**config.mk**
```make
export PLATFORM = sky130hd
export DESIGN_NAME = umi_port_router_flat
export DESIGN_NICKNAME = d
export VERILOG_FILES = /design/src/rtl/umi_port_router_if.sv /design/src/rtl/umi_port_router.sv /design/src/flat_wrapper.sv
export SDC_FILE = /design/constraint.sdc
export NUM_CORES = 1
export LEC_CHECK = 0
export CORE_AREA = 2 2 270 218
export CTS_CLUSTER_DIAMETER = 100
export DETAILED_ROUTE_END_ITERATION = 16
export DIE_AREA = 0 0 272 220
export PLACE_DENSITY = 0.77
export SYNTH_ARGS = -nofsm -noshare
export SYNTH_HDL_FRONTEND = slang
export SYNTH_SLANG_ARGS = --single-unit
```
**constraint.sdc**
```tcl
create_clock -name clk -period 1.9 [get_ports clk]
set_input_delay 0.19 -clock clk [delete_from_list [all_inputs] [get_ports clk]]
set_output_delay 0.19 -clock clk [all_outputs]
set_load 0.1 [all_outputs]
```
**src/rtl/umi_port_router_if.sv**
```systemverilog
// umi_port_router_if: one UMI beat channel (valid/ready plus cmd, addresses and data).
// VW is 1 on the upstream side and M on the one-hot switch side.
interface umi_port_router_if #(
    parameter int VW = 1,
    parameter int CW = 32,
    parameter int AW = 64,
    parameter int DW = 128
);
    logic [VW-1:0] valid;
    logic [CW-1:0] cmd;
    logic [AW-1:0] dstaddr;
    logic [AW-1:0] srcaddr;
    logic [DW-1:0] data;
    logic          ready;
    modport master (output valid, cmd, dstaddr, srcaddr, data, input ready);
    modport slave (input valid, cmd, dstaddr, srcaddr, data, output ready);
endinterface

```
**src/rtl/umi_port_router.sv**
```systemverilog
// umi_port_router: decodes and locks the destination port per transaction, buffers beats in a
// 2-entry FIFO and drives the one-hot switch request; illegal transactions are dropped and counted.
module umi_port_router #(
    parameter int M       = 4,
    parameter int DW      = 128,
    parameter int CW      = 32,
    parameter int AW      = 64,
    parameter int IDSB    = 40,
    parameter int IDW     = 4,
    parameter int DEFPORT = M
) (
    input  logic                 clk,
    input  logic                 nreset,
    umi_port_router_if.slave     umi_in,
    umi_port_router_if.master    umi_out,
    output logic [15:0]          drop_count
);
    localparam int TW = $clog2(M);
    localparam bit DEF_OK = DEFPORT < M;
    localparam logic [TW-1:0] DEF_T = DEF_OK ? TW'(DEFPORT) : '0;

    typedef enum logic [1:0] {IDLE, BUSY, DROP} state_t;
    typedef struct packed {
        logic [CW-1:0] cmd;
        logic [AW-1:0] dst;
        logic [AW-1:0] src;
        logic [DW-1:0] data;
        logic [TW-1:0] tgt;
    } entry_t;

    state_t        state;
    logic [TW-1:0] tgt;
    entry_t        mem [2];
    logic          wp, rp, en;
    logic [1:0]    cnt;
    logic [IDW-1:0] id;
    logic          legal, first_drop, acc, push, pop, eom, full, cnt_drop;
    logic [TW-1:0] btgt;

    assign id         = umi_in.dstaddr[IDSB +: IDW];
    assign eom        = umi_in.cmd[22];
    assign legal      = int'(id) < M;
    assign first_drop = state == IDLE && !legal && !DEF_OK;
    assign btgt       = state == BUSY ? tgt : legal ? id[TW-1:0] : DEF_T;
    assign full       = cnt == 2'd2;
    // en keeps ready low during reset and for the first edge after release
    assign umi_in.ready = en & (state == DROP | !full);
    assign acc        = umi_in.valid & umi_in.ready;
    assign push       = acc & state != DROP & !first_drop;
    assign pop        = cnt != 2'd0 & umi_out.ready;
    assign cnt_drop   = acc & eom & (state == DROP | first_drop);

    assign umi_out.valid   = cnt != 2'd0 ? M'(1) << mem[rp].tgt : '0;
    assign umi_out.cmd     = mem[rp].cmd;
    assign umi_out.dstaddr = mem[rp].dst;
    assign umi_out.srcaddr = mem[rp].src;
    assign umi_out.data    = mem[rp].data;

    always_ff @(posedge clk or negedge nreset) begin
        if (!nreset) begin
            state      <= IDLE;
            tgt        <= '0;
            wp         <= 1'b0;
            rp         <= 1'b0;
            cnt        <= 2'd0;
            en         <= 1'b0;
            drop_count <= '0;
            for (int i = 0; i < 2; i++) mem[i] <= '0;
        end else begin
            en  <= 1'b1;
            cnt <= cnt + 2'(push) - 2'(pop);
            if (push) begin
                mem[wp] <= '{umi_in.cmd, umi_in.dstaddr, umi_in.srcaddr, umi_in.data, btgt};
                wp      <= ~wp;
            end
            if (pop) rp <= ~rp;
            if (cnt_drop && drop_count != 16'hFFFF) drop_count <= drop_count + 16'd1;
            if (acc) begin
                tgt   <= btgt;
                state <= eom ? IDLE : state == IDLE ? (first_drop ? DROP : BUSY) : state;
            end
        end
    end
endmodule
```
**src/flat_wrapper.sv**
```systemverilog
// flat-port wrapper written by rule: the top's interface ports become plain ports
module umi_port_router_flat 
#(
    parameter int M       = 4,
    parameter int DW      = 128,
    parameter int CW      = 32,
    parameter int AW      = 64,
    parameter int IDSB    = 40,
    parameter int IDW     = 4,
    parameter int DEFPORT = M
)
  (clk, nreset, drop_count, umi_in_valid, umi_in_cmd, umi_in_dstaddr, umi_in_srcaddr, umi_in_data, umi_in_ready, umi_out_valid, umi_out_cmd, umi_out_dstaddr, umi_out_srcaddr, umi_out_data, umi_out_ready);
  umi_port_router_if #(.CW(CW), .AW(AW), .DW(DW)) umi_in_i ();
  umi_port_router_if #(.CW(CW), .AW(AW), .DW(DW)) umi_out_i ();
  input  logic clk;
  input  logic nreset;
  output logic [15:0] drop_count;
  input wire logic [$bits(umi_in_i.valid)-1:0] umi_in_valid;
  input wire logic [$bits(umi_in_i.cmd)-1:0] umi_in_cmd;
  input wire logic [$bits(umi_in_i.dstaddr)-1:0] umi_in_dstaddr;
  input wire logic [$bits(umi_in_i.srcaddr)-1:0] umi_in_srcaddr;
  input wire logic [$bits(umi_in_i.data)-1:0] umi_in_data;
  output wire logic [$bits(umi_in_i.ready)-1:0] umi_in_ready;
  output wire logic [$bits(umi_out_i.valid)-1:0] umi_out_valid;
  output wire logic [$bits(umi_out_i.cmd)-1:0] umi_out_cmd;
  output wire logic [$bits(umi_out_i.dstaddr)-1:0] umi_out_dstaddr;
  output wire logic [$bits(umi_out_i.srcaddr)-1:0] umi_out_srcaddr;
  output wire logic [$bits(umi_out_i.data)-1:0] umi_out_data;
  input wire logic [$bits(umi_out_i.ready)-1:0] umi_out_ready;
  assign umi_in_i.valid = umi_in_valid;
  assign umi_in_i.cmd = umi_in_cmd;
  assign umi_in_i.dstaddr = umi_in_dstaddr;
  assign umi_in_i.srcaddr = umi_in_srcaddr;
  assign umi_in_i.data = umi_in_data;
  assign umi_in_ready = umi_in_i.ready;
  assign umi_out_valid = umi_out_i.valid;
  assign umi_out_cmd = umi_out_i.cmd;
  assign umi_out_dstaddr = umi_out_i.dstaddr;
  assign umi_out_srcaddr = umi_out_i.srcaddr;
  assign umi_out_data = umi_out_i.data;
  assign umi_out_i.ready = umi_out_ready;
  umi_port_router #(.M(M), .DW(DW), .CW(CW), .AW(AW), .IDSB(IDSB), .IDW(IDW), .DEFPORT(DEFPORT)) u_core (.clk(clk), .nreset(nreset), .umi_in(umi_in_i), .umi_out(umi_out_i), .drop_count(drop_count));
endmodule
```
==> flow_summary_export.csv, run 1 <==
group,metric,value,unit
detailed_routing,drc,0,
die,ioPinCount,598,
synthesis,synth_top_area_share,58.11,%
synthesis,synthesis.area,26050,um2
worst_hold_path,hold_path_class,"in2async",
place,numPortBuffers,597,
detailed_routing,detailedRoute.firstPassIterationCount,4,
job,max_cap_violations,0,
timing,timing_hold_violations_final,0,
timing,final-max-slew-violation-count,0,
status,failed_checks,"setup timing",
timing,max_slew_margin,57.07,%
synthesis,post_synth_num_cell_types,33,
detailed_routing,dr_total_vias,17760,
grt,gr-total-overflow,0,
synthesis,seq_area_frac_synth,58.11,%
clock_tree,cts-htree-levels,2,
synthesis,mappedNetlistNets,1961,
grt,grtUsageTotal,26.63,%
synthesis,postSynthAreaPerCell,15.63,um2
synthesis,number_of_warnings_reported_in_the_yosys_synthesis_log,0,
die,die_area,59840,um2
synthesis,synth.top_cells.by_area,"dfrtp_1 58%, mux2_1 22%, mux2_2 16%",
setup_path,worst_ep_required_time,1.71,ns
timing,timing.final.crit_period,2.286,ns
die,die-height,220,um
detailed_routing,drt-total-wl,87210,um
die,dieWidth,272,um
clock_tree,clock_path_buffers,3,
clock_tree,clkSlewWorstSetupHoldPaths,0.06,ns
setup_path,worstPathArrival,2.10,ns
synthesis,yosys.area.top_type,"dfrtp_1",
clock_tree,worstSkewPairLatency,0.61,ns
grt,first_pass_grt_wire_length,121100,um
final_layout,syn_to_final_growth,66.27,%
final_layout,layout_common_cells,"587 x dfrtp_1, 405 x mux2_4, 340 x buf_12",
detailed_routing,avgViaCountPerCell,5.403,
place,place.detailed.hpwl,51370,um
status,status,"finished with violations",
final_layout,final_common_cell,"dfrtp_1",
clock_tree,cts_tree,"yes",
setup_path,start_kind,"flip-flop",
synthesis,seq_cells_post_synth,605,
final_layout,nNetsFinal,2759,
die,core,57430,um2
detailed_routing,final_antenna_net_count,0,
clock_tree,clkSinkCount,605,
detailed_routing,detail_route.wl_per_cell,26.53,um
timing,finClkSkew,0.008548,ns
place,placer_congestion,0.8110,
grt,grt_pass1_vias,19890,
setup_path,setup.worst_path.end_class,"output port",
synthesis,syn_inst,1667,
final_layout,post_route_cells_drive_above_1_share,53.53,%
setup_path,path_max_fanout,10,
timing,clock.fmax,437.5,MHz
detailed_routing,drt_first_iter_violations,722,
clock_tree,cts_made_buffers,60,
die,initial_utilization,45.36,%
grt,pin_count_of_the_biggest_net_entering_global_routing,60,
die,placementRows,79,
timing,grt_setup_unrepaired,"yes",
timing,final_min_period_over_clock_period,120.3,%
place,placed_cell_area,36700,um2
timing,number_of_setup_violations_in_the_final_report,844,
timing,postLayoutSetupSlackWorst,-0.3860,ns
setup_path,worstSetupPathType,"reg2out",
timing,worstMarginPinSlew,0.6439,ns
grt,number_of_antenna_violations_at_the_first_check_in_global_routing,20,
clock_tree,clk_root_buffer_cell,"clkbuf_16",
final_layout,stdcell_area,43320,um2
-- area by class of cell --
type                       count  area, um2
inverter                       1      3.754
sequential                   605      15170
clock buffer                  91       1789
clock inverter                13      221.5
multi-input combinational    964      12030
tap                          769      962.2
timing repair buffer         833      13110
antenna                       11      27.53
fill                        3093      14110
-- worst max-delay path: stages, from the launching register on --
cell and delay (ns):
dfrtp_4 0.46, buf_16 0.14, buf_12 0.15, buf_6 0.17, mux2_2 0.39, buf_12 0.18
-- worst paths after layout --
check	start	endpoint	slack, ns	cells after the start
setup / recovery	u_core.rp$_DFFE_PN0P_	umi_out_data[77]	-0.39	5
hold / removal	nreset	u_core.mem[297]$_DFFE_PN0P_	0.14	2
setup reg to reg	u_core.state[1]$_DFFE_PN0P_	u_core.mem[73]$_DFFE_PN0P_	-0.27	10
hold reg to reg	u_core.drop_count[5]$_DFFE_PN0P_	u_core.drop_count[5]$_DFFE_PN0P_	0.48	1
max in group asynchronous	nreset	u_core.mem[346]$_DFFE_PN0P_	0.84	3
min in group clk	umi_in_data[121]	u_core.mem[123]$_DFFE_PN0P_	0.21	2
-- sequential cells by signal (all words and copies together) (netlist names) --
name and cells:
u_core.state 2, u_core.wp 1, u_core.mem 580, u_core.en 1, u_core.cnt 2, u_core.tgt 2
u_core.rp 1, u_core.drop_count 16
-- cells by family after synthesis --
| logic type | synth area share, % |
|---|---|
| multiplexers | 37.43 |
| AO/OA/AOI/OAI | 0.4323 |
| other | 0.01439 |
| XOR/XNOR | 0.6388 |
| buffers and inverters | 2.022 |
| AND/OR/NAND/NOR | 1.249 |
| flip-flops | 58.11 |
| adder cells (fa/ha/maj) | 0.09604 |
-- synthesized netlist by cell type --
library cell and instances:
nor3b_1 1, clkbuf_1 32, o21ai_2 1, a21boi_2 1
nand4_1 6, and4_1 5, inv_1 1, xor2_1 5
conb_1 1, nor2_1 9, nor2b_1 4, nand3_1 10
o21a_1 1, o21ai_0 6, nand2b_1 2, and3_1 2
xnor2_1 14, o211ai_1 1, dfrtp_1 605, nand2_1 7
nor3_4 1, buf_2 34, mux2_2 366, ha_1 2
nor3_1 7, nor4_1 1, a21boi_0 1, a21oi_1 5
buf_4 31, mux2_1 500, or2_1 1, and2_1 2
a22oi_1 2
-- timing repair --
item | in CTS | in global routing
setup buffers | 67 | 16
cloned | 46 | 28
hold buffers | 1 | 0
hold endpoints to repair | 35 | 0
pin swaps | 9 | 7
resized for setup | 265 | 338
setup endpoints to repair | 838 | 854
-- stage by stage --
| stage | TNS, ns | cells | hold WS, ns | utilization [%] | worst slack [ns] |
|---|---|---|---|---|---|
| 3_3_place_gp | -214.95 | 3038 | 0.1918 | 63.90 | -0.5057 |
| 3_5_place_dp | -237.19 | 3038 | 0.2069 | 63.90 | -0.5198 |
| 2_1_floorplan | 0 | 1667 | -0.1056 | - | 0.03014 |
| 5_1_grt | -221.28 | 3286 | 0.1731 | 75.42 | -0.4446 |
| 6_report | -156.48 | 3287 | 0.1407 | 75.42 | -0.3860 |
| 4_1_cts | -125.90 | 3255 | 0.1620 | 72.65 | -0.4348 |
-- per-layer routing --
layer	vias to the layer above	share of wire (%)	track usage [%]
met3	205	7.5	8.565
li1	7637	-	-
met1	9307	38	30.43
met2	593	51	46.43
met5	-	0.13	0
met4	18	3.7	10.64
Power of run 1 is not shown: default switching activity piles up to over one toggle a cycle in this logic, so the estimate is an artifact.
==> run 2: changes to the inputs <==
SLEW_MARGIN = 25   (was unset)
==> results of run 2 <==
No change in the layout: final DEF, timing and power equal those of run 1.
Power of run 2 is left out for the same reason.
==> run 3: changes to the inputs <==
CORE_AREA = 2 2 230 232   (was 2 2 270 218)
DIE_AREA = 0 0 232 234   (was 0 0 272 220)
PLACE_DENSITY = 0.8   (was 0.77)
clock period = 2.9 ns   (was 1.9 ns; I/O delays follow)
==> run 3 against run 2 <==
The flow now finishes without violations. Non-clock buffer count shrank 184. Sequential share of layout area up 6.1 points. Core utilization decreased by 4.6 points. Worst hold slack improved by 0.12 ns. Clock-buffer cell count shrank 6. First-iteration DRC count down 21%. Critical path depth decreased by 2. Final cell count is 7.6% lower. Register-to-register slack gained 0.92 ns.
==> flow_summary_export.csv, run 3 (synthesis gave the netlist of run 1 again) <==
group,metric,value,unit
grt,pin_count_of_the_biggest_net_entering_global_routing,91,
final_layout,largest_register_ffs,580,
status,status,"completed",
clock_tree,clock_path_buffers,3,
grt,number_of_antenna_violations_at_the_first_check_in_global_routing,19,
timing,timing_hold_violations_final,0,
timing,number_of_setup_violations_in_the_final_report,0,
die,dieWidth,232,um
detailed_routing,dr_total_vias,16380,
timing,final_min_period_over_clock_period,92.93,%
setup_path,start_kind,"flip-flop",
clock_tree,cts-htree-levels,2,
setup_path,reg2reg_to,"u_core.mem[304]$_DFFE_PN0P_",
grt,first_pass_grt_wire_length,104900,um
detailed_routing,avgViaCountPerCell,5.390,
place,post_placement_cell_count,2905,
timing,finClkSkew,0.02395,ns
timing,max_slew_margin,55.98,%
die,die-height,234,um
final_layout,nNetsFinal,2576,
place,place.detailed.hpwl,49150,um
grt,grtUsageTotal,25.03,%
final_layout,syn_to_final_growth,41.43,%
final_layout,post_route_cells_drive_above_1_share,35.78,%
die,ioPinCount,598,
timing,final-max-slew-violation-count,0,
detailed_routing,detail_route.wl_per_cell,22.55,um
clock_tree,cts_tree,"yes",
setup_path,r2r_start,"u_core.state[1]$_DFFE_PN0P_",
place,numPortBuffers,597,
setup_path,timing.reg2reg.worst_path_depth,6,
clock_tree,clk_root_buffer_cell,"clkbuf_16",
worst_hold_path,hold_path_class,"in2async",
setup_path,worstSetupPathType,"reg2out",
detailed_routing,drt_first_iter_violations,567,
setup_path,setup.worst_path.end_class,"output port",
timing,setup_tns,0,ns
die,initial_utilization,50.07,%
die,placementRows,84,
setup_path,worst_ep_required_time,2.61,ns
final_layout,post_layout_nonfiller_instances,3038,
clock_tree,cts_made_buffers,61,
timing,hold_slack,0.2639,ns
final_layout,registers_with_the_most_flip_flops,"u_core.mem (580), u_core.drop_count (16)",
final_layout,layout_common_cells,"604 x dfrtp_1, 500 x mux2_1, 366 x mux2_2",
detailed_routing,detailedRoute.firstPassIterationCount,4,
timing,clock.fmax,371.1,MHz
grt,grt_pass1_vias,18250,
detailed_routing,drt-total-wl,68510,um
setup_path,worstPathArrival,2.40,ns
clock_tree,post_cts_resized,0,
die,core,52020,um2
detailed_routing,final_antenna_net_count,0,
timing,grt_setup_unrepaired,"no",
timing,worstMarginPinSlew,0.6603,ns
timing,timing.final.crit_period,2.695,ns
job,max_cap_violations,0,
die,die_area,54290,um2
grt,gr-total-overflow,0,
clock_tree,clkSlewWorstSetupHoldPaths,0.06,ns
clock_tree,worstSkewPairLatency,0.62,ns
final_layout,final_common_cell,"dfrtp_1",
final_layout,largest-register,"u_core.mem",
detailed_routing,drc,0,
setup_path,path_max_fanout,55,
place,placer_congestion,0.8357,
setup_path,worst-r2r-setup-slack,0.65,ns
clock_tree,clkSinkCount,605,
-- run 3: metal layers --
layer  share of wire [%]  up-vias  global-route usage [%]  wire length, um
li1                    -     7239                       -                -
met1                  37     8493                   28.80            25540
met2                  51      484                   43.44            34990
met3                 7.5      146                   7.381             5108
met4                 4.1       14                   10.94             2775
met5                0.15        -                       0              100
-- run 3: how the worst max path moves through the flow --
| stage | startpoint | to | slack [ns] | cells past startpoint |
|---|---|---|---|---|
| after floorplan | u_core.rp$_DFFE_PN0P_ | umi_out_valid | 0.29 | 4 |
| after global placement | umi_in_dstaddr[43] | u_core.mem[308]$_DFFE_PN0P_ | 0.35 | 7 |
| after detailed placement | umi_in_dstaddr[43] | u_core.mem[306]$_DFFE_PN0P_ | 0.29 | 7 |
| after CTS | u_core.rp$_DFFE_PN0P_ | umi_out_cmd[15] | 0.13 | 3 |
| after global routing | u_core.rp$_DFFE_PN0P_ | umi_out_cmd[15] | 0.11 | 3 |
| final | u_core.rp$_DFFE_PN0P_ | umi_out_data[104] | 0.21 | 3 |
-- run 3: critical path, stage by stage (launching register included) --
cell and delay [ns]:
dfrtp_4 0.75, buf_12 0.37, mux2_2 0.39, buf_4 0.24
-- run 3: layout make-up --
| type | count | area [um2] |
|---|---|---|
| clock buffer | 85 | 1789 |
| tap | 688 | 860.8 |
| multi-input combinational | 964 | 10400 |
| fill | 3396 | 15180 |
| antenna | 16 | 40.04 |
| inverter | 1 | 3.754 |
| clock inverter | 30 | 429.2 |
| timing repair buffer | 649 | 8180 |
| sequential | 605 | 15140 |
-- run 3: repair_timing --
item / CTS / global route
setup endpoints to repair: 19 / 0
hold endpoints to repair: 60 / 0
buffers inserted: 1 / 0
hold buffers: 1 / 0
-- run 3: per-stage QoR --
step	worst slack [ns]	util [%]	area, um2
finish	0.2052	70.82	36840
global route	0.1103	70.80	36830
CTS	0.1300	70.74	36800
detailed placement	0.2911	66.41	34550
global placement	0.3538	66.41	34550
floorplan	0.2857	-	26050
Power of run 3 is left out for the same reason.
